**config.mk**
```make
export PLATFORM = sky130hd
export DESIGN_NAME = valrdy_demux_buf
export DESIGN_NICKNAME = d
export VERILOG_FILES = /design/src/rtl/valrdy_demux_buf.sv
export SDC_FILE = /design/constraint.sdc
export NUM_CORES = 1
export LEC_CHECK = 0
export BUFFER_PORTS_ARGS = -buffer_cell sky130_fd_sc_hd__buf_2
export CORE_MARGIN = 4
export CORE_UTILIZATION = 33
export CTS_CLUSTER_SIZE = 16
export DETAILED_ROUTE_END_ITERATION = 10
export GPL_ROUTABILITY_DRIVEN = 0
export GPL_TIMING_DRIVEN = 0
export HOLD_SLACK_MARGIN = 0.08
export PLACE_DENSITY = 0.62
export SYNTH_ARGS = -nofsm -noshare
export SYNTH_HDL_FRONTEND = slang
export SYNTH_SLANG_ARGS = --single-unit
```
**constraint.sdc**
```tcl
create_clock -name clk -period 3.8 [get_ports clk]
set_input_delay 0.57 -clock clk [delete_from_list [all_inputs] [get_ports clk]]
set_output_delay 0.57 -clock clk [all_outputs]
set_load 0.05 [all_outputs]
```
**src/rtl/valrdy_demux_buf.sv**
```systemverilog
// One-to-N val/rdy demultiplexer with a one-entry registered slot per output port.
// Optional feature: define VALRDY_DEMUX_BUF_ERR_EN to accept-and-drop out-of-range selects and raise a sticky err.
module valrdy_demux_buf #(
  parameter  int p_nbits   = 32,
  parameter  int p_nports  = 4,
  localparam int c_selbits = (p_nports > 1) ? $clog2(p_nports) : 1
) (
  input  logic                          clk,
  input  logic                          reset,
  input  logic                          in_val,
  output logic                          in_rdy,
  input  logic [p_nbits-1:0]            in_msg,
  input  logic [c_selbits-1:0]          in_sel,
  output logic [p_nports-1:0]           out_val,
  input  logic [p_nports-1:0]           out_rdy,
  output logic [p_nports*p_nbits-1:0]   out_msg
`ifdef VALRDY_DEMUX_BUF_ERR_EN
  ,
  output logic                          err
`endif
);

  logic [p_nports-1:0] full;
  logic [p_nbits-1:0]  data [p_nports];

  logic [p_nports-1:0] sel_hit;
  logic [p_nports-1:0] enq;
  logic [p_nports-1:0] deq;
  logic                sel_ok;
  logic                tgt_free;

  // Decode the select by comparison so an out-of-range index never addresses the slot arrays.
  // NOTE: every always_comb output gets a default before any branch, so no latch can be inferred.
  always_comb begin
    sel_hit  = '0;
    tgt_free = 1'b0;
    for (int i = 0; i < p_nports; i++) begin
      if (in_sel == c_selbits'(i)) begin
        sel_hit[i] = 1'b1;
        tgt_free   = !full[i] || out_rdy[i];
      end
    end
  end

  assign sel_ok = |sel_hit;

`ifdef VALRDY_DEMUX_BUF_ERR_EN
  // Out-of-range selects are swallowed immediately so the producer never stalls on them.
  assign in_rdy = !reset && (!sel_ok || tgt_free);
`else
  assign in_rdy = !reset && sel_ok && tgt_free;
`endif

  assign enq = {p_nports{in_val && in_rdy}} & sel_hit;
  assign deq = full & out_rdy;

  // NOTE: the payload slots are reset too, so out_msg is defined from the first cycle after reset.
  // NOTE: sequential state uses non-blocking assignments so every slot samples pre-edge values.
  always_ff @(posedge clk) begin
    if (reset) begin
      full <= '0;
      for (int i = 0; i < p_nports; i++) begin
        data[i] <= '0;
      end
    end else begin
      for (int i = 0; i < p_nports; i++) begin
        if (enq[i]) begin
          full[i] <= 1'b1;
          data[i] <= in_msg;
        end else if (deq[i]) begin
          full[i] <= 1'b0;
        end
      end
    end
  end

`ifdef VALRDY_DEMUX_BUF_ERR_EN
  always_ff @(posedge clk) begin
    if (reset) begin
      err <= 1'b0;
    end else if (in_val && in_rdy && !sel_ok) begin
      err <= 1'b1;
    end
  end
`endif

  assign out_val = full;

  for (genvar g = 0; g < p_nports; g++) begin : g_out
    assign out_msg[g*p_nbits +: p_nbits] = data[g];
  end

endmodule

```
==> results <==
- In this run the tightest slew margin relative to its limit is 36.7%.
- The number of enable flip-flop cells after synthesis is 128.
- The core area is 15100 µm².
- The leading cell type in the layout, fill and taps excluded is buf_2.
- The design draws 3.69 mW.
- The count of unresolved DRC violations after routing is 0.
- The number of port buffers is 172.
- The number of CTS-inserted buffers is 17.
- In this run the post-CTS setup repair buffer count came out at 0.
- The final critical delay including setup and external delays is 2300 ps.
- The initial cell density of the core is 33.6%.
- The largest voltage drop on the vdd net is 0.000267 V.
- The height of the die is 132 µm.
- Internal power comes to approximately 2.8 mW.
- The number of instances in the synthesized netlist is 300.
- For this run, the total global-route usage over all layers was measured as about 15%.
- The CTS root buffer is clkbuf_16.
- Static timing analysis puts the maximum clock frequency at 436 MHz.
- The net count after synthesis is around 340.
- The met2 global-route usage is 24.7%.
- The global routing stage identified its most utilized layer as met2.
- The run finished with clean final reports.
- The via density per instance is 4.39.
- The met1 demand-to-capacity share in global routing is between 10% and 20%.
- Summed over all nets, the switching power comes to approximately 930 µW.
- The final clock period utilization by the worst path is 60.4%.
- The proportion of power drawn by the clock network is roughly 44%.
- The total routed wirelength is 12.5 mm.
- TritonCTS built the clock tree.
- The mean cell area of the mapped netlist is 17.0 µm².
- Setup repair after global routing left no endpoint under its margin.
- The cell count after placement is between 600 and 700.
- The setup slack at placement is about 1000 ps.
- After the first detailed-routing iteration, the DRC count stood at roughly 170.
- The residual antenna-violating net count after detailed routing is 0.
- The final hold violation count is 0.
- Walking the worst path, the cells encountered are nor2b_1 -> nor4b_4 -> or2_2.
- Counting flops with an async set or reset pin after synthesis yields a share of 0%.
- The sum of overflow across all layers after global routing is 0.
- After clock tree synthesis, the repair step resized 0 gates.
- The number of sinks handled by clock tree synthesis is about 130.
- The post-detailed-route wirelength per cell is between 15 and 20 µm.
- The critical setup path kind is reg2reg.
- The total setup violations reported at the end of the flow is 0.
- The via count of the first global-routing pass is 3313.
- The number of max-slew violations in the final report was 0.
- After synthesis the netlist holds a flip-flop and latch count of 132.
- The number of standard cells in the final layout excluding fillers is 692.
- After clock tree synthesis, the clock-pin slew on the worst setup and hold paths is 60 ps.
- In this run switching power makes up 25.2% of total power.
- The static power due to leakage is 2.99 nW.
- The maximum number of pins on one net before global-route repair is 33.
- The final hold slack is 348 ps.
- The floorplan has 45 rows.
- 174 I/O pins were placed.
- The number of buffers on the longest clock path is 2.
- The number of antenna violations at the first check in global routing was 0.
- The combined area of all synthesized cells is 5090 µm².
- The first detailed-routing pass ran for 4 iterations.
- The post-DP HPWL is 8.42 mm.
- The actual transition at the worst max-transition pin is 950 ps.
- In the final layout, the share of cells above drive strength 1 is 44.6%.
- The worst setup path is launched from a register.
- Clock latency on the worst-skew pair, taken at its later pin, is 420 ps.
- The cell with the largest stage delay on the worst path is or2_2.
- Between clock sinks in the finished design, the worst skew comes to 8.60 ps.
- The number of different library cells used by synthesis comes to 23.
- The placed instances occupy a cell area of 6190 µm².
- The sequential share of power is 45.5%.
- Combinational cells account for 10.6% of the total power.
- The fraction of met3 tracks used by global routing is 5.99%.
- The number of hold buffers added after CTS was 0.
- The class of the tightest hold or removal check is in2reg.
- At the worst endpoint, the arrival time is 2330 ps.
- The area of all placed cells without fillers is slightly below 7000 µm².
- The filler cell count is 1361.
- Data on the critical path is required at its endpoint by 3840 ps.
- The H-tree generated during clock tree synthesis spans 4 levels.
- The first-pass GRT wire length is 19.0 mm.
- The final net count is 532.
- For the final routed database, the setup TNS stands at 0 ps.
- At the end of the flow the core is filled with cells to about 45%.
- Yosys printed 0 warnings.
- In this run the power density over the cells is 545 nW/µm².
- The die covers 17500 µm².
- The most used flip-flop cell after synthesis is edfxtp_1.
- The library cells used most frequently in the layout, excluding fill and tap cells, are buf_2 (172), edfxtp_1 (128), and2_1 (126), clkbuf_16 (17), buf_6 (10).
- The area growth from synthesis to layout is 33.1%.
- The peak per-stage delay on the critical path is ~850 ps.
- The die is 132 µm wide.
- The sequential-to-total area share from yosys stat is 77.1%.
- The tool flagged a number of max-cap violations equal to 0.
- The worst setup path is captured at a register.
- The worst path setup slack after routing is 1500 ps.
- Summing over every cut layer, the via total after detailed routing is between 3000 and 4000.
- The number of antenna diodes in the final layout is 0.
- Along the worst path, the maximum fanout reaches 32.
## final cells by class
type                            instances  area, µm²  area share, %
Tap cell                              188        235           3.47
Sequential cell                       132       3920           57.9
Multi-Input combinational cell        155       1040           15.4
Timing Repair Buffer                  172        861           12.7
Clock inverter                         15        164           2.42
Buffer                                 13        124           1.83
Clock buffer                           17        425           6.28
## power by group through the flow
stage | logic [mW] | clock network [mW] | registers (mW)
final | 0.393 | 1.62 | 1.68
after global routing | 0.414 | 1.71 | 1.68
after CTS | 0.400 | 1.64 | 1.68
after detailed placement | 0.399 | 0 | 1.71
after global placement | 0.397 | 0 | 1.71
after floorplan | 0.0637 | 0 | 1.92
## sequential cells by signal, indices dropped and copies added, names as in the netlist
name and flops:
data 128, out_val 4
## worst paths after layout
| path | from | to | slack, ps | depth (start not counted) |
|---|---|---|---|---|
| worst max-delay path | out_val[2] | data[2][8] | 1500 | 3 |
| worst min-delay path | reset | out_val[1] | 350 | 2 |
| worst min register to register | out_val[1] | out_val[1] | 530 | 2 |
| worst max register to register | out_val[2] | data[2][8] | 1500 | 3 |
## synthesized netlist by cell type, types with 2 or more instances
library cell	count	area (µm²)
dfxtp_1	4	80.1
edfxtp_1	128	3840
and2_1	126	788
nand2b_1	2	12.5
clkbuf_1	3	11.3
nor2_1	2	7.51
or2_2	4	25.0
buf_6	10	113
nand3b_1	2	15.0
a21oi_1	3	15.0
and2_2	2	15.0
nor3b_4	2	37.5
nor2b_1	2	12.5
## cells by family after synthesis
logic type | after synthesis | share of synthesized area (%)
buf+inv | 13 | 2.43
flops | 132 | 77.1
compound gates | 5 | 0.688
simple gates | 150 | 19.8
## metal layers
| layer | routed length (µm) | up-vias |
|---|---|---|
| met4 | 131 | 0 |
| met2 | 6220 | 122 |
| met1 | 5330 | 1477 |
| met3 | 810 | 10 |
| met5 | 0 | - |
| li1 | - | 1432 |
## worst max-delay path: cells and delay by family (launching register included)
kind | cells | cell delay, ps
flops | 1 | 310
simple gates | 3 | 1580
(Power assumes the default switching activity.)
